### src/rtl/seq_scan_ctrl.sv
// seq_scan_ctrl
// Sequencing controller for a serial Mealy "0110" (overlapping) detector.
// A parallel word is captured on start. The detector is cleared for one cycle.
// The word is then shifted into the detector MSB-first, one bit per clock.
// The controller records which bit positions completed a detection (hit_map)
// and how many detections occurred (hit_count, saturating).
//
// Handshake: start acts as a request that is accepted only while the FSM is
// in IDLE. An accepted start captures data_in on that edge. start is ignored
// in CLEAR, SHIFT and DONE, and data_in is not re-captured in those states.
// done is a one-cycle pulse that marks hit_count and hit_map as final. They
// hold their values until the next accepted start or reset.
//
// Ports:
//   clk        system clock, rising edge
//   reset      synchronous active-low reset
//   start      scan request (sampled in IDLE only)
//   data_in    word to scan
//   busy       high during CLEAR and SHIFT
//   done       one-cycle result-valid pulse
//   det_x      serial bit to detector (combinational: MSB gated by SHIFT)
//   det_rst    active-high detector reset (high during CLEAR)
//   det_z      detector Mealy output for the current det_x
//   hit_count  number of detections in the last scan (saturating)
//   hit_map    bit k set iff a detection completed on data_in[k]
//   fsm_state  current FSM state for observation (0 IDLE, 1 CLEAR, 2 SHIFT, 3 DONE)
module seq_scan_ctrl #(
    parameter int WIDTH = 16,
    parameter int CNT_W = 5
) (
    input  logic             clk,
    input  logic             reset,
    input  logic             start,
    input  logic [WIDTH-1:0] data_in,
    output logic             busy,
    output logic             done,
    output logic             det_x,
    output logic             det_rst,
    input  logic             det_z,
    output logic [CNT_W-1:0] hit_count,
    output logic [WIDTH-1:0] hit_map,
    output logic [1:0]       fsm_state
);

    localparam int IDX_W = (WIDTH > 2) ? $clog2(WIDTH) : 1;
    localparam logic [IDX_W-1:0] LAST_IDX = IDX_W'(WIDTH - 1);
    localparam logic [CNT_W-1:0] CNT_MAX  = '1;

    typedef enum logic [1:0] {
        IDLE  = 2'd0,
        CLEAR = 2'd1,
        SHIFT = 2'd2,
        DONE  = 2'd3
    } state_t;

    state_t           state;
    state_t           next_state;
    logic [WIDTH-1:0] shreg;
    logic [IDX_W-1:0] index;

    // Next values of the registered outputs, decoded from next_state.
    logic busy_d;
    logic done_d;
    logic det_rst_d;

    // State register together with the registered control outputs.
    always_ff @(posedge clk) begin
        if (!reset) begin
            state   <= IDLE;
            busy    <= 1'b0;
            done    <= 1'b0;
            det_rst <= 1'b0;
        end else begin
            state   <= next_state;
            busy    <= busy_d;
            done    <= done_d;
            det_rst <= det_rst_d;
        end
    end

    // Next-state logic.
    always_comb begin
        next_state = state;
        case (state)
            IDLE:    if (start) next_state = CLEAR;
            CLEAR:   next_state = SHIFT;
            SHIFT:   if (index == LAST_IDX) next_state = DONE;
            DONE:    next_state = IDLE;
            default: next_state = IDLE;
        endcase
    end

    // Output decode. The outputs are computed from next_state so that the
    // registered copies line up with the state they describe.
    always_comb begin
        busy_d    = 1'b0;
        done_d    = 1'b0;
        det_rst_d = 1'b0;
        case (next_state)
            CLEAR: begin
                busy_d    = 1'b1;
                det_rst_d = 1'b1;
            end
            SHIFT:   busy_d = 1'b1;
            DONE:    done_d = 1'b1;
            default: ;
        endcase
    end

    // det_x must follow the shift register within the same cycle, because the
    // Mealy det_z depends on it combinationally. It is therefore not registered.
    assign det_x     = (state == SHIFT) & shreg[WIDTH-1];
    assign fsm_state = state;

    // Datapath: capture, shift and result accumulation.
    always_ff @(posedge clk) begin
        if (!reset) begin
            shreg     <= '0;
            index     <= '0;
            hit_count <= '0;
            hit_map   <= '0;
        end else begin
            case (state)
                IDLE: begin
                    if (start) begin
                        shreg     <= data_in;
                        index     <= '0;
                        hit_count <= '0;
                        hit_map   <= '0;
                    end
                end
                SHIFT: begin
                    shreg   <= {shreg[WIDTH-2:0], 1'b0};
                    // The first bit shifted in ends up at position WIDTH-1.
                    // That bit was data_in[WIDTH-1], so hit_map lines up with data_in.
                    hit_map <= {hit_map[WIDTH-2:0], det_z};
                    index   <= index + IDX_W'(1);
                    if (det_z && (hit_count != CNT_MAX)) begin
                        hit_count <= hit_count + CNT_W'(1);
                    end
                end
                default: ;
            endcase
        end
    end

endmodule

### config.mk
export PLATFORM = sky130hd
export DESIGN_NAME = seq_scan_ctrl
export DESIGN_NICKNAME = d
export VERILOG_FILES = /design/src/rtl/seq_scan_ctrl.sv
export SDC_FILE = /design/constraint.sdc
export NUM_CORES = 1
export LEC_CHECK = 0
export ABC_AREA = 1
export BUFFER_PORTS_ARGS = -buffer_cell sky130_fd_sc_hd__buf_2
export CAP_MARGIN = 20
export CORE_UTILIZATION = 35
export CTS_CLUSTER_DIAMETER = 60
export CTS_CLUSTER_SIZE = 14
export DETAILED_ROUTE_END_ITERATION = 8
export PLACE_DENSITY = 0.64
export SLEW_MARGIN = 5
export SYNTH_ARGS = -nofsm -noshare
export SYNTH_HDL_FRONTEND = slang
export SYNTH_SLANG_ARGS = --single-unit
### constraint.sdc
create_clock -name clk -period 2.23 [get_ports clk]
set_clock_uncertainty 0.15 [all_clocks]
set_input_delay 0.446 -clock clk [delete_from_list [all_inputs] [get_ports clk]]
set_output_delay 0.446 -clock clk [all_outputs]
set_load 0.01 [all_outputs]
Yosys cells after proc, flatten, opt, wreduce, memory -nomap -nowiden
Index checks and enable logic that the tools add are counted.

storage, ports and cells
  bits in registers = 46
  logic and storage cells = 42

operators by class
  muxes and demuxes = 15
  bitwise operators = 1
  add/sub/neg operators = 2
  reduce and logical (&&, ||, !) cells = 6
  equality and inequality tests = 10

operators by type and width
  kind                                                                    number
  16-bit case mux with 2 select lines                                     2
  16-bit two-way mux                                                      2
  5-bit two-way mux                                                       2
  5-bit case mux with 2 select lines                                      1
  2-bit equality test (second input constant)                             4
  2-bit case mux with 4 select lines                                      1
  4-bit case mux with 2 select lines                                      1
  5-bit by 1-bit adder with 5-bit output (second input constant)          1
  5-bit != test (second input constant)                                   1
  4-bit by 1-bit adder with 4-bit output (second input constant)          1
  2-bit by 1-bit equality test with 1-bit output (second input constant)  2
  4-bit equality test (second input constant)                             1
  2-bit two-way mux                                                       2
  4-bit two-way mux                                                       1
  1-bit two-way mux                                                       3
  3-bit AND reduction                                                     1
  2-bit zero test                                                         1
  2-bit by 1-bit != test with 1-bit output (second input constant)        1
  2-bit != test (second input constant)                                   1
  2-bit AND reduction                                                     1
  2-bit nonzero test                                                      1
  2-bit OR reduction                                                      1
  1-bit bitwise AND                                                       1
  1-bit logical AND                                                       1

Depth between registers and ports, before layout
Gate-level depths: netlist of run 1.

  depth after elaboration = 6
  gate-level depth with buffers = 11

Worst setup path after synthesis of run 1
OpenSTA, ideal clock, no wires.

  path type = register -> register
  from = register state[0], in the netlist fsm_state[0]
  to = register busy
  arrival time = 1.536 ns
  stages on the path, launching flop included = 10
  setup slack = 0.435 ns
  path buffers = 2
  path through = dfxtp_1 > inv_1 > ha_1 > buf_2 > buf_4 > nand3_1 > nand2_1 > ha_1 > nand2_1 > inv_1

on the way
  word-level cells in the longest chain between the ends = 5
  elaborated cells on any way between the ends = 11
  those cells by class = 5 x eq/ne; 4 x mux; 2 x reduce/logical

RTL lines
  what                                                                                          line  text
  start, declared                                                                               56    state_t state;
  start signal, assigned                                                                        74    state <= next_state;
  2-bit equality test (tied with other cells)                                                   84    case (state)
  2-bit case mux with 4 select lines *                                                          84
  2-bit by 1-bit equality test with 1-bit output / 2-bit equality test (equally long branches)  99    case (next_state)
  2-bit OR reduction (no line) *                                                                --
  1-bit two-way mux *                                                                           99
  net busy_d                                                                                    62    logic busy_d;
  end signal, assigned                                                                          75    busy <= busy_d;
  end, declared                                                                                 35    output logic busy,

Mark *: on every way through the listed nets, which the timed path passes. The rest lies on a longest branch.
A chain may end at the register's enable or synchronous reset.

Worst setup path in the final report of run 1
  from = register state[0], in the netlist fsm_state[0]
  to = output det_x

on the way
  word-level cells in the longest chain between the ends = 2

RTL lines
  what                 line  text
  2-bit equality test  112   assign det_x = (state == SHIFT) & shreg[WIDTH-1];
  1-bit bitwise AND    112
  end, declared        37    output logic det_x,

Every way passes these cells.

==> metrics.txt, run 1 <==
# TYPE chip_impl_metric gauge
chip_impl_info{name="status",value="completed"} 1
chip_impl_metric{name="area_growth",unit="%"} 17.76
chip_impl_metric{name="synth_top_area_share",unit="%"} 45.54
chip_impl_metric{name="fp-row-count",unit=""} 27
chip_impl_metric{name="die_height",unit="um"} 78.01
chip_impl_metric{name="worst_path_largest_cell_delay",unit="ns"} 0.36
chip_impl_metric{name="leakage",unit="nW"} 1.156
chip_impl_metric{name="final.setup.tns",unit="ns"} 0
chip_impl_metric{name="fraction_of_the_mapped_netlist_area_in_compound_gates",unit="%"} 11.39
chip_impl_metric{name="timing.final.hold_violations",unit=""} 0
chip_impl_metric{name="grt_pass1_wl",unit="um"} 7410
chip_impl_info{name="synth_top_family_by_area",value="simple AND/OR/NAND/NOR gates"} 1
chip_impl_metric{name="cp_data_required_time",unit="ns"} 1.63
chip_impl_metric{name="yosysWarningCount",unit=""} 0
chip_impl_metric{name="clock_sink_count",unit=""} 46
chip_impl_metric{name="ff2ff_setup_slack",unit="ns"} 0.41
chip_impl_metric{name="clk_transition_reported_paths",unit="ns"} 0.09
chip_impl_metric{name="syn-cell-area",unit="mm^2"} 0.002022
chip_impl_metric{name="via_count",unit=""} 1823
chip_impl_metric{name="clock_path_buffers",unit=""} 2
chip_impl_info{name="timing.rr.end",value="hit_map[14]$_SDFFE_PN0P_"} 1
chip_impl_metric{name="cp.arrival",unit="ns"} 1.38
chip_impl_metric{name="placement.setup.worst_slack",unit="ns"} 0.4015
chip_impl_info{name="critPathCaptureType",value="output pin"} 1
chip_impl_metric{name="finalCoreUtilization",unit="%"} 42.98
chip_impl_metric{name="post_route_cells_drive_above_1_share",unit="%"} 19.39
chip_impl_metric{name="tightestPinTransition",unit="ns"} 0.6731
chip_impl_info{name="critical_path.slowest_cell",value="sky130_fd_sc_hd__ha_1"} 1
chip_impl_metric{name="synth_seq_area_share",unit="%"} 45.54
chip_impl_metric{name="core_area",unit="mm^2"} 0.005540
chip_impl_metric{name="dr.first_iter.drc_count",unit=""} 60
chip_impl_metric{name="diode_count",unit=""} 0
chip_impl_metric{name="crit_buf_inv",unit=""} 3
chip_impl_metric{name="final_cycle_share",unit="%"} 88.60
chip_impl_metric{name="cts_repair_resize_count",unit=""} 0
chip_impl_info{name="hold_end",value="hit_map[0]$_SDFFE_PN0P_"} 1
chip_impl_metric{name="ff2ff_path_depth",unit=""} 6
chip_impl_metric{name="slew_headroom",unit="%"} 55.08
chip_impl_metric{name="grtUsageTotal",unit="%"} 15.32
chip_impl_metric{name="max_clock_freq",unit="MHz"} 506.1
chip_impl_metric{name="synth.ff_latch_count",unit=""} 46
chip_impl_metric{name="cts_buffers",unit=""} 5
chip_impl_metric{name="setup_viol_count_final",unit=""} 0
chip_impl_metric{name="via_count_of_the_first_global_routing_pass",unit=""} 1707
chip_impl_metric{name="routedWlPerCell",unit="um"} 10.28
chip_impl_metric{name="avgViaCountPerCell",unit=""} 4.535
chip_impl_metric{name="cts_hold_buf",unit=""} 0
chip_impl_metric{name="dp_hpwl",unit="um"} 2801
chip_impl_metric{name="nFillCells",unit=""} 610
chip_impl_info{name="crit-reg2reg-launch",value="fsm_state[0]$_SDFF_PN0_"} 1
chip_impl_metric{name="powerDensity",unit="mW/mm^2"} 807.3
chip_impl_info{name="clockRootBuffer",value="sky130_fd_sc_hd__clkbuf_8"} 1
chip_impl_metric{name="clock_tree.htree_level_count",unit=""} 2
chip_impl_metric{name="synth_xor_xnor_area_share",unit="%"} 0
chip_impl_metric{name="ant_nets",unit=""} 0
chip_impl_info{name="startpoint_type",value="register"} 1
chip_impl_info{name="cell_type_with_the_highest_occurrence_count_on_the_critical_path",value="sky130_fd_sc_hd__inv_1"} 1
chip_impl_metric{name="grt_start_max_net_pins",unit=""} 34
chip_impl_info{name="biggest_area_contributors_in_the_synthesized_netlist",value="sky130_fd_sc_hd__dfxtp_1 46%, sky130_fd_sc_hd__nand2_1 19%, sky130_fd_sc_hd__nor2_1 6.9%, sky130_fd_sc_hd__a21oi_1 6.7%, sky130_fd_sc_hd__o21ai_0 4.7%"} 1
chip_impl_metric{name="post_synth_inst_count",unit=""} 285
chip_impl_metric{name="ir_worst_vdd",unit="mV"} 0.4050
chip_impl_metric{name="die_w",unit="um"} 78.01
chip_impl_metric{name="clock_insertion_delay_worst_skew",unit="ns"} 0.30
chip_impl_info{name="hp-start",value="det_z"} 1
chip_impl_metric{name="post_synth_and_or_nand_nor_area_fraction",unit="%"} 31.00
chip_impl_info{name="crit_path_cell_trace",value="inv_1 -> ha_1 -> nand2_1 -> inv_1 -> buf_2"} 1
chip_impl_metric{name="gp_routability_congestion",unit=""} 0.7534
chip_impl_metric{name="final_net_count",unit=""} 356
chip_impl_metric{name="max_cap_viol_count",unit=""} 0
chip_impl_metric{name="final.setup.worst_slack",unit="ns"} 0.2541
chip_impl_metric{name="timing.hold.worst_path_depth",unit=""} 3
chip_impl_metric{name="design.portCount",unit=""} 47
chip_impl_metric{name="adder_cell_share_of_the_synthesized_area",unit="%"} 4.332
chip_impl_metric{name="global_route.overflow_total",unit=""} 0
chip_impl_metric{name="start_util",unit="%"} 36.50
chip_impl_metric{name="placement.io_buffers",unit=""} 46
chip_impl_metric{name="synth.net_count",unit=""} 312
chip_impl_metric{name="total_power",unit="W"} 0.001922
chip_impl_metric{name="final_worst_path_period_need",unit="ns"} 1.976
chip_impl_metric{name="worstPathMaxFanout",unit=""} 9
chip_impl_metric{name="initial_antenna_violation_count",unit=""} 0
chip_impl_info{name="synth_top_cell_by_area",value="sky130_fd_sc_hd__dfxtp_1"} 1
chip_impl_metric{name="synthesis.area_per_instance",unit="um^2"} 7.095
chip_impl_metric{name="post_synth_num_cell_types",unit=""} 17
chip_impl_metric{name="finalMaxSlewViolations",unit=""} 0
chip_impl_info{name="cts_tree",value="yes"} 1
chip_impl_info{name="setup.worst_path.class",value="reg2out"} 1
chip_impl_metric{name="postRouteWirelength",unit="um"} 4133
chip_impl_metric{name="post_synth_mux_area_share",unit="%"} 0
chip_impl_info{name="min_path_type",value="in2reg"} 1
chip_impl_metric{name="detailedRoute.firstPassIterationCount",unit=""} 4
chip_impl_info{name="critical-path-top-delay-family",value="adder cells"} 1
chip_impl_metric{name="floorplan.die_area",unit="mm^2"} 0.006085
chip_impl_metric{name="cts.repair_timing.setup_buffer_count",unit=""} 0
chip_impl_metric{name="route.detailed.drc",unit=""} 0
chip_impl_info{name="unrepaired_setup_endpoints_after_global_routing",value="false"} 1
[cell usage after synthesis]
master and number:
sky130_fd_sc_hd__nand2_1 105, sky130_fd_sc_hd__dfxtp_1 46, sky130_fd_sc_hd__nor2_1 37, sky130_fd_sc_hd__a21oi_1 27
sky130_fd_sc_hd__o21ai_0 19, sky130_fd_sc_hd__inv_1 15, sky130_fd_sc_hd__nand3_1 9, sky130_fd_sc_hd__ha_1 7
sky130_fd_sc_hd__clkbuf_1 4, sky130_fd_sc_hd__buf_2 3, sky130_fd_sc_hd__buf_4 3, sky130_fd_sc_hd__buf_6 3
sky130_fd_sc_hd__inv_2 2, sky130_fd_sc_hd__nor2_4 2, sky130_fd_sc_hd__and3_1 1, sky130_fd_sc_hd__inv_4 1
sky130_fd_sc_hd__nor2_8 1
[layout make-up]
class / instances / area (um^2) / area share [%]
timing repair buffer: 50 / 260.3 / 10.93
sequential: 46 / 920.9 / 38.68
clock buffer: 6 / 82.58 / 3.468
inverter: 18 / 70.07 / 2.943
tap: 72 / 90.09 / 3.784
clock inverter: 2 / 12.51 / 0.5255
multi-input combinational: 208 / 944.7 / 39.67
[flip-flops by register name, summed over array words and instances (netlist names)]
register   cells
det_rst        1
hit_map       16
done           1
shreg         16
hit_count      5
fsm_state      2
index          4
busy           1
[worst max-delay path by stage]
stage / startpoint / slack, ns / depth (start not counted) / to
6_report: fsm_state[0]$_SDFF_PN0_ / 0.25 / 5 / det_x
5_1_grt: fsm_state[0]$_SDFF_PN0_ / 0.16 / 5 / det_x
4_1_cts: fsm_state[0]$_SDFF_PN0_ / 0.24 / 5 / det_x
3_5_place_dp: fsm_state[0]$_SDFF_PN0_ / 0.40 / 6 / hit_map[0]$_SDFFE_PN0P_
3_3_place_gp: fsm_state[0]$_SDFF_PN0_ / 0.49 / 6 / hit_map[11]$_SDFFE_PN0P_
2_1_floorplan: fsm_state[0]$_SDFF_PN0_ / 0.43 / 9 / busy$_SDFF_PN0_
[metal layers]
metal	track usage, %	up-vias	wire [um]
met3	4.235	7	231
met1	19.34	801	2091
met2	23.81	39	1724
li1	-	976	-
met5	0	-	0
met4	7.778	0	85
[per-stage QoR]
stage | hold WS [ns] | cells | cell area (um^2)
after floorplan | 0.2920 | 285 | 2022
after global placement | 0.2990 | 394 | 2286
after detailed placement | 0.3033 | 394 | 2286
after CTS | 0.2594 | 402 | 2381
after global routing | 0.2712 | 402 | 2381
final | 0.2676 | 402 | 2381
[kinds of logic (layout without fill, tap and decap cells)]
kind of cell / count (synthesis) / count (layout)
buffers and inverters: 31 / 76
AO/OA/AOI/OAI: 46 / 46
flip-flops: 46 / 46
AND/OR/NAND/NOR: 155 / 155
adder cells (fa/ha/maj): 7 / 7
[power by group]
group	switching (W)	internal, W
Combinational	0.000303	0.000149
Sequential	0.0000371	0.000904
Clock	0.000279	0.000249
Total	0.000619	0.00130
[tightest hold or removal path: stages]
cell	delay (ns)
sky130_fd_sc_hd__buf_2	0.11
sky130_fd_sc_hd__nand2_1	0.06
sky130_fd_sc_hd__a21oi_1	0.06
[cells in the final DEF, fill, tap and decap left out, drive strengths merged]
| cell type | netlist | final |
|---|---|---|
| nand2 | 105 | 105 |
| a21oi | 27 | 27 |
| o21ai | 19 | 19 |
| dfxtp | 46 | 46 |
| and3 | 1 | 1 |
| buf | 9 | 50 |
| clkinvlp | 0 | 1 |
| ha | 7 | 7 |
| clkbuf | 4 | 6 |
| nor2 | 40 | 40 |
| nand3 | 9 | 9 |
| clkinv | 0 | 1 |
| inv | 18 | 18 |
Note: power is estimated with default switching activity, not from simulation.
==> inputs of run 2 (changes only) <==
--- a/config.mk
+++ b/config.mk
@@ -8,11 +8,12 @@
 export ABC_AREA = 1
 export BUFFER_PORTS_ARGS = -buffer_cell sky130_fd_sc_hd__buf_2
 export CAP_MARGIN = 20
-export CORE_UTILIZATION = 35
+export CORE_UTILIZATION = 53
+export CTS_BUF_LIST = sky130_fd_sc_hd__clkbuf_16
 export CTS_CLUSTER_DIAMETER = 60
 export CTS_CLUSTER_SIZE = 14
 export DETAILED_ROUTE_END_ITERATION = 8
-export PLACE_DENSITY = 0.64
+export PLACE_DENSITY = 0.87
 export SLEW_MARGIN = 5
 export SYNTH_ARGS = -nofsm -noshare
 export SYNTH_HDL_FRONTEND = slang
==> metrics.txt, run 2 (synthesis gave the netlist of run 1 again) <==
# TYPE chip_impl_metric gauge
chip_impl_metric{name="final_worst_path_period_need",unit="ns"} 1.989
chip_impl_metric{name="setup_viol_count_final",unit=""} 0
chip_impl_metric{name="avgViaCountPerCell",unit=""} 4.883
chip_impl_metric{name="clock_tree.htree_level_count",unit=""} 2
chip_impl_metric{name="die_height",unit="um"} 63.77
chip_impl_metric{name="crit_buf_inv",unit=""} 4
chip_impl_metric{name="global_route.overflow_total",unit=""} 0
chip_impl_info{name="setup.worst_path.class",value="reg2out"} 1
chip_impl_metric{name="finalCoreUtilization",unit="%"} 65.35
chip_impl_metric{name="via_count",unit=""} 1841
chip_impl_info{name="unrepaired_setup_endpoints_after_global_routing",value="false"} 1
chip_impl_metric{name="max_cap_viol_count",unit=""} 0
chip_impl_metric{name="groute.layer.met2.usage",unit="%"} 38.16
chip_impl_metric{name="diode_count",unit=""} 0
chip_impl_info{name="startpoint_type",value="register"} 1
chip_impl_metric{name="clock_sink_count",unit=""} 46
chip_impl_metric{name="fin_hold_ws",unit="ns"} 0.2780
chip_impl_metric{name="ff2ff_path_depth",unit=""} 8
chip_impl_metric{name="finalMaxSlewViolations",unit=""} 0
chip_impl_info{name="layout_commonest_cell",value="sky130_fd_sc_hd__nand2_1"} 1
chip_impl_metric{name="worst_path_largest_cell_delay",unit="ns"} 0.34
chip_impl_metric{name="via_count_of_the_first_global_routing_pass",unit=""} 1667
chip_impl_metric{name="timing.final.hold_violations",unit=""} 0
chip_impl_metric{name="grt_pass1_wl",unit="um"} 7044
chip_impl_metric{name="cts_buffers",unit=""} 5
chip_impl_metric{name="start_util",unit="%"} 55.23
chip_impl_metric{name="ir_worst_vdd",unit="mV"} 0.6208
chip_impl_metric{name="clk_transition_reported_paths",unit="ns"} 0.06
chip_impl_info{name="layout_top_registers",value="hit_map (16), shreg (16), hit_count (5)"} 1
chip_impl_metric{name="comb_power_share",unit="%"} 21.5
chip_impl_metric{name="ant_nets",unit=""} 0
chip_impl_metric{name="dp_hpwl",unit="um"} 2683
chip_impl_metric{name="floorplan.die_area",unit="mm^2"} 0.004066
chip_impl_metric{name="fp-row-count",unit=""} 22
chip_impl_metric{name="clock_path_buffers",unit=""} 2
chip_impl_metric{name="cts_repair_resize_count",unit=""} 0
chip_impl_metric{name="cts_hold_buf",unit=""} 0
chip_impl_metric{name="swShare",unit="%"} 30.12
chip_impl_metric{name="final-instance-count-excl-fill",unit=""} 377
chip_impl_metric{name="dr.first_iter.drc_count",unit=""} 98
chip_impl_metric{name="final.setup.tns",unit="ns"} 0
chip_impl_metric{name="share_clk_of_total_power",unit="%"} 33.1
chip_impl_metric{name="final_net_count",unit=""} 356
chip_impl_metric{name="postRouteWirelength",unit="um"} 3973
chip_impl_metric{name="cell_internal_pwr",unit="W"} 0.001458
chip_impl_metric{name="worstPathMaxFanout",unit=""} 11
chip_impl_info{name="cell_type_with_the_highest_occurrence_count_on_the_critical_path",value="sky130_fd_sc_hd__inv_1"} 1
chip_impl_info{name="critical-path-top-delay-family",value="buffers and inverters"} 1
chip_impl_metric{name="cts.repair_timing.setup_buffer_count",unit=""} 0
chip_impl_metric{name="die_w",unit="um"} 63.77
chip_impl_metric{name="initial_antenna_violation_count",unit=""} 0
chip_impl_metric{name="cp.arrival",unit="ns"} 1.39
chip_impl_metric{name="design.portCount",unit=""} 47
chip_impl_metric{name="cp_data_required_time",unit="ns"} 1.63
chip_impl_info{name="critical_path.slowest_cell",value="sky130_fd_sc_hd__dfxtp_1"} 1
chip_impl_metric{name="route.detailed.drc",unit=""} 0
chip_impl_metric{name="detailedRoute.firstPassIterationCount",unit=""} 4
chip_impl_metric{name="clock_insertion_delay_worst_skew",unit="ns"} 0.29
chip_impl_metric{name="grt_start_max_net_pins",unit=""} 34
chip_impl_info{name="cts_tree",value="yes"} 1
chip_impl_metric{name="max_clock_freq",unit="MHz"} 502.9
chip_impl_info{name="clockRootBuffer",value="sky130_fd_sc_hd__clkbuf_16"} 1
chip_impl_metric{name="placement.io_buffers",unit=""} 46
chip_impl_metric{name="net-switching-power",unit="W"} 0.0006285
chip_impl_info{name="gr-max-usage-layer",value="met2"} 1
chip_impl_metric{name="dp.cells",unit=""} 370
chip_impl_info{name="critPathCaptureType",value="output pin"} 1
chip_impl_metric{name="routedWlPerCell",unit="um"} 10.54
chip_impl_metric{name="grtUsageTotal",unit="%"} 22.54
chip_impl_metric{name="gp_routability_congestion",unit=""} 0.8048
chip_impl_metric{name="powerDensity",unit="mW/mm^2"} 872.3
chip_impl_metric{name="critical_path_depth",unit=""} 6
chip_impl_info{name="min_path_type",value="in2reg"} 1
chip_impl_metric{name="core_area",unit="mm^2"} 0.003661
chip_impl_metric{name="total_power",unit="W"} 0.002087
chip_impl_metric{name="post_route_cells_drive_above_1_share",unit="%"} 18.84
chip_impl_metric{name="global_route.usage.met3",unit="%"} 6.964
chip_impl_metric{name="tightestPinTransition",unit="ns"} 0.6801
chip_impl_info{name="most-common-layout-cells",value="105 x sky130_fd_sc_hd__nand2_1, 46 x sky130_fd_sc_hd__dfxtp_1, 46 x sky130_fd_sc_hd__buf_2, 37 x sky130_fd_sc_hd__nor2_1, 27 x sky130_fd_sc_hd__a21oi_1"} 1
chip_impl_metric{name="slew_headroom",unit="%"} 54.61
chip_impl_metric{name="gr-usage-met1",unit="%"} 25.73
chip_impl_info{name="crit_path_cell_trace",value="inv_1 -> ha_1 -> buf_4 -> nand2_1 -> inv_1 -> buf_2"} 1
chip_impl_metric{name="power_frac_seq",unit="%"} 45.3
chip_impl_metric{name="area_growth",unit="%"} 18.32
chip_impl_metric{name="leakage",unit="nW"} 1.177
chip_impl_info{name="status",value="completed"} 1
chip_impl_metric{name="final_cycle_share",unit="%"} 89.17
chip_impl_metric{name="timing.hold.worst_path_depth",unit=""} 3
run 2: cell types whose count changed in the layout (fill, tap and decap cells not counted), sizes merged:
cell	previous run	this run
clkbuf	6	5
inv	18	19
clkinv	1	0
run 2: power groups by stage:
stage	sequential [W]	combinational, W	clock, W
after detailed placement	0.000960	0.000451	0
after global routing	0.000957	0.000524	0.000751
after global placement	0.000958	0.000442	0
after CTS	0.000945	0.000455	0.000708
final	0.000946	0.000449	0.000692
after floorplan	0.000962	0.000369	0
run 2: area by class of cell:
type / instances / area [um^2]
inverters: 18 / 70.07
repair buffers: 50 / 260.3
well taps: 48 / 60.06
multi-input cells: 208 / 944.7
clock inverters: 2 / 11.26
flip-flops and latches: 46 / 920.9
fillers: 334 / 1269
clock buffers: 5 / 125.1
run 2: layer usage:
layer  share of wire [%]  vias to the layer above
met5                   0                        -
met4                 1.8                        0
met3                 5.6                        4
met2                  47                       54
met1                  45                      806
li1                    -                      977
run 2: stage by stage:
step / setup WS (ns) / area (um^2)
global placement: 0.5536 / 2256
CTS: 0.2274 / 2392
detailed placement: 0.4740 / 2256
finish: 0.2414 / 2392
floorplan: 0.4349 / 2022
global route: 0.1339 / 2392
run 2: worst paths after layout:
check,from,to,slack (ns)
hold reg to reg,hit_map[15]$_SDFFE_PN0P_,hit_map[15]$_SDFFE_PN0P_,0.32
setup reg to reg,fsm_state[0]$_SDFF_PN0_,hit_map[10]$_SDFFE_PN0P_,0.47
setup / recovery,fsm_state[0]$_SDFF_PN0_,det_x,0.24
hold / removal,data_in[0],shreg[0]$_SDFFE_PN0P_,0.28
run 2: worst min-delay path, stage by stage:
cell	delay [ns]
sky130_fd_sc_hd__buf_2	0.10
sky130_fd_sc_hd__nand3_1	0.07
sky130_fd_sc_hd__a21oi_1	0.06
==> inputs of run 3 (changes only) <==
==> constraint.sdc (replaced) <==
create_clock -name clk -period 2.23 [get_ports clk]
set_clock_uncertainty 0.15 [all_clocks]
set_input_delay 0.1115 -clock clk [delete_from_list [all_inputs] [get_ports clk]]
set_output_delay 0.1115 -clock clk [all_outputs]
set_load 0.01 [all_outputs]
==> metrics.txt, run 3 (synthesis gave the netlist of run 1 again) <==
# TYPE chip_impl_metric gauge
chip_impl_info{name="status",value="completed"} 1
chip_impl_metric{name="fp-row-count",unit=""} 22
chip_impl_metric{name="final_net_count",unit=""} 359
chip_impl_metric{name="swShare",unit="%"} 29.90
chip_impl_metric{name="cts_repair_resize_count",unit=""} 0
chip_impl_metric{name="grt_start_max_net_pins",unit=""} 34
chip_impl_metric{name="via_count_of_the_first_global_routing_pass",unit=""} 1718
chip_impl_metric{name="finalCoreUtilization",unit="%"} 66.13
chip_impl_metric{name="clock_insertion_delay_worst_skew",unit="ns"} 0.28
chip_impl_metric{name="leakage",unit="nW"} 1.194
chip_impl_metric{name="power_frac_seq",unit="%"} 45.4
chip_impl_info{name="startpoint_type",value="register"} 1
chip_impl_metric{name="max_cap_viol_count",unit=""} 0
chip_impl_metric{name="initial_antenna_violation_count",unit=""} 0
chip_impl_metric{name="worst_path_largest_cell_delay",unit="ns"} 0.38
chip_impl_metric{name="grtUsageTotal",unit="%"} 22.13
chip_impl_metric{name="global_route.overflow_total",unit=""} 0
chip_impl_metric{name="timing.hold.worst_path_depth",unit=""} 5
chip_impl_metric{name="start_util",unit="%"} 55.23
chip_impl_metric{name="share_clk_of_total_power",unit="%"} 32.5
chip_impl_metric{name="die_height",unit="um"} 63.77
chip_impl_metric{name="crit_buf_inv",unit=""} 2
chip_impl_metric{name="avgViaCountPerCell",unit=""} 4.892
chip_impl_metric{name="design.portCount",unit=""} 47
chip_impl_info{name="layout_commonest_cell",value="sky130_fd_sc_hd__nand2_1"} 1
chip_impl_metric{name="ant_nets",unit=""} 0
chip_impl_metric{name="dr.first_iter.drc_count",unit=""} 78
chip_impl_metric{name="ff2ff_path_depth",unit=""} 6
chip_impl_metric{name="tightestPinTransition",unit="ns"} 0.6338
chip_impl_metric{name="powerDensity",unit="mW/mm^2"} 859.2
chip_impl_metric{name="clk_transition_reported_paths",unit="ns"} 0.06
chip_impl_info{name="clockRootBuffer",value="sky130_fd_sc_hd__clkbuf_16"} 1
chip_impl_metric{name="routedWlPerCell",unit="um"} 10.62
chip_impl_metric{name="worstPathMaxFanout",unit=""} 18
chip_impl_metric{name="max_clock_freq",unit="MHz"} 533.0
chip_impl_info{name="crit-reg2reg-launch",value="fsm_state[0]$_SDFF_PN0_"} 1
chip_impl_metric{name="area_growth",unit="%"} 19.74
chip_impl_info{name="crit_path_cell_trace",value="inv_1 -> ha_1 -> inv_2 -> nor2_4 -> nand2_1 -> a21oi_1"} 1
chip_impl_metric{name="total_power",unit="W"} 0.002080
chip_impl_metric{name="diode_count",unit=""} 0
chip_impl_info{name="hp-start",value="data_in[11]"} 1
chip_impl_metric{name="finalMaxSlewViolations",unit=""} 0
chip_impl_metric{name="grt_pass1_wl",unit="um"} 7134
chip_impl_metric{name="die_w",unit="um"} 63.77
chip_impl_metric{name="via_count",unit=""} 1859
chip_impl_metric{name="ir_worst_vdd",unit="mV"} 0.4613
chip_impl_metric{name="final.setup.tns",unit="ns"} 0
chip_impl_metric{name="comb_power_share",unit="%"} 22.1
chip_impl_info{name="cts_tree",value="yes"} 1
chip_impl_metric{name="net-switching-power",unit="W"} 0.0006220
chip_impl_metric{name="floorplan.die_area",unit="mm^2"} 0.004066
chip_impl_info{name="min_path_type",value="in2reg"} 1
chip_impl_metric{name="ff2ff_setup_slack",unit="ns"} 0.35
chip_impl_info{name="critical-path-top-delay-family",value="simple AND/OR/NAND/NOR gates"} 1
chip_impl_metric{name="cts_buffers",unit=""} 5
chip_impl_metric{name="cp_data_required_time",unit="ns"} 2.28
chip_impl_metric{name="timing.final.hold_violations",unit=""} 0
chip_impl_metric{name="placement.io_buffers",unit=""} 46
chip_impl_metric{name="dp_hpwl",unit="um"} 2710
chip_impl_metric{name="clock_path_buffers",unit=""} 2
chip_impl_metric{name="postRouteWirelength",unit="um"} 4036
chip_impl_metric{name="cts.repair_timing.setup_buffer_count",unit=""} 0
chip_impl_info{name="critical_path.slowest_cell",value="sky130_fd_sc_hd__nor2_4"} 1
chip_impl_metric{name="cts_hold_buf",unit=""} 4
chip_impl_metric{name="route.detailed.drc",unit=""} 0
chip_impl_metric{name="gp_routability_congestion",unit=""} 0.8189
chip_impl_metric{name="clock_sink_count",unit=""} 46
chip_impl_metric{name="detailedRoute.firstPassIterationCount",unit=""} 4
chip_impl_metric{name="setup_viol_count_final",unit=""} 0
chip_impl_info{name="critPathCaptureType",value="register"} 1
chip_impl_info{name="layout_top_registers",value="hit_map (16), shreg (16), hit_count (5)"} 1
chip_impl_info{name="timing.rr.end",value="hit_map[14]$_SDFFE_PN0P_"} 1
chip_impl_info{name="hold_end",value="shreg[11]$_SDFFE_PN0P_"} 1
chip_impl_info{name="unrepaired_setup_endpoints_after_global_routing",value="false"} 1
chip_impl_info{name="setup.worst_path.class",value="reg2reg"} 1
chip_impl_metric{name="post_route_cells_drive_above_1_share",unit="%"} 18.07
chip_impl_metric{name="final_cycle_share",unit="%"} 84.14
chip_impl_metric{name="cp.arrival",unit="ns"} 1.93
chip_impl_metric{name="final_worst_path_period_need",unit="ns"} 1.876
chip_impl_info{name="most-common-layout-cells",value="105 x sky130_fd_sc_hd__nand2_1, 46 x sky130_fd_sc_hd__dfxtp_1, 46 x sky130_fd_sc_hd__buf_2, 37 x sky130_fd_sc_hd__nor2_1, 27 x sky130_fd_sc_hd__a21oi_1"} 1
chip_impl_metric{name="clock_tree.htree_level_count",unit=""} 2
chip_impl_metric{name="slew_headroom",unit="%"} 57.70
chip_impl_metric{name="cell_internal_pwr",unit="W"} 0.001458
chip_impl_metric{name="core_area",unit="mm^2"} 0.003661
==> run 3: cell count changes in the layout (fill, tap and decap cells not counted), sizes merged <==
cell / previous run / this run
buf: 50 / 49
dlygate4sd3: 0 / 4
clkinvlp: 1 / 0
inv: 19 / 20
==> run 3: worst max path at each step <==
stage | cells after the start | to | slack [ns] | startpoint
after floorplan | 9 | busy$_SDFF_PN0_ | 0.43 | fsm_state[0]$_SDFF_PN0_
after global placement | 6 | hit_map[13]$_SDFFE_PN0P_ | 0.53 | fsm_state[0]$_SDFF_PN0_
after detailed placement | 6 | hit_map[14]$_SDFFE_PN0P_ | 0.39 | fsm_state[0]$_SDFF_PN0_
after CTS | 6 | hit_map[14]$_SDFFE_PN0P_ | 0.37 | fsm_state[0]$_SDFF_PN0_
after global routing | 8 | hit_count[1]$_SDFFE_PN0P_ | 0.18 | fsm_state[0]$_SDFF_PN0_
final | 6 | hit_map[14]$_SDFFE_PN0P_ | 0.35 | fsm_state[0]$_SDFF_PN0_
==> run 3: area by class of cell <==
class	count	area, um^2
Clock buffer	5	125.1
Clock inverter	2	7.507
Fill cell	306	1240
Inverter	18	70.07
Multi-Input combinational cell	208	944.7
Sequential cell	46	920.9
Tap cell	48	60.06
Timing Repair Buffer	53	292.8
==> run 3: metal layers <==
layer / wire length [um] / GRT usage (%) / share of wire [%] / vias to the layer above
li1: - / - / - / 984
met1: 1960 / 26.66 / 49 / 826
met2: 1823 / 37.50 / 45 / 43
met3: 192 / 5.714 / 4.8 / 6
met4: 59 / 8.523 / 1.5 / 0
met5: 0 / 0 / 0 / -
==> run 3: through the flow <==
stage,cells,instance area (um^2),worst slack [ns],hold WS (ns)
final,380,2421,0.3537,0.0005762
after global routing,380,2421,0.1844,0.04125
after floorplan,285,2022,0.4349,0.08454
after global placement,369,2248,0.5293,0.2405
after detailed placement,369,2248,0.3948,0.2416
after CTS,380,2421,0.3708,0.003282
==> run 3: power groups by stage <==
stage	clock (W)	sequential [W]	combinational (W)
2_1_floorplan	0	0.000962	0.000369
3_3_place_gp	0	0.000958	0.000441
3_5_place_dp	0	0.000960	0.000452
4_1_cts	0.000686	0.000944	0.000460
5_1_grt	0.000726	0.000955	0.000531
6_report	0.000676	0.000944	0.000460
==> run 3: worst min-delay path, stage by stage <==
cell                      delay (ns)
sky130_fd_sc_hd__buf_2          0.07
sky130_fd_sc_hd__nand2_1        0.04
sky130_fd_sc_hd__nand2_1        0.05
sky130_fd_sc_hd__nor2_1         0.04
sky130_fd_sc_hd__nor2_1         0.08
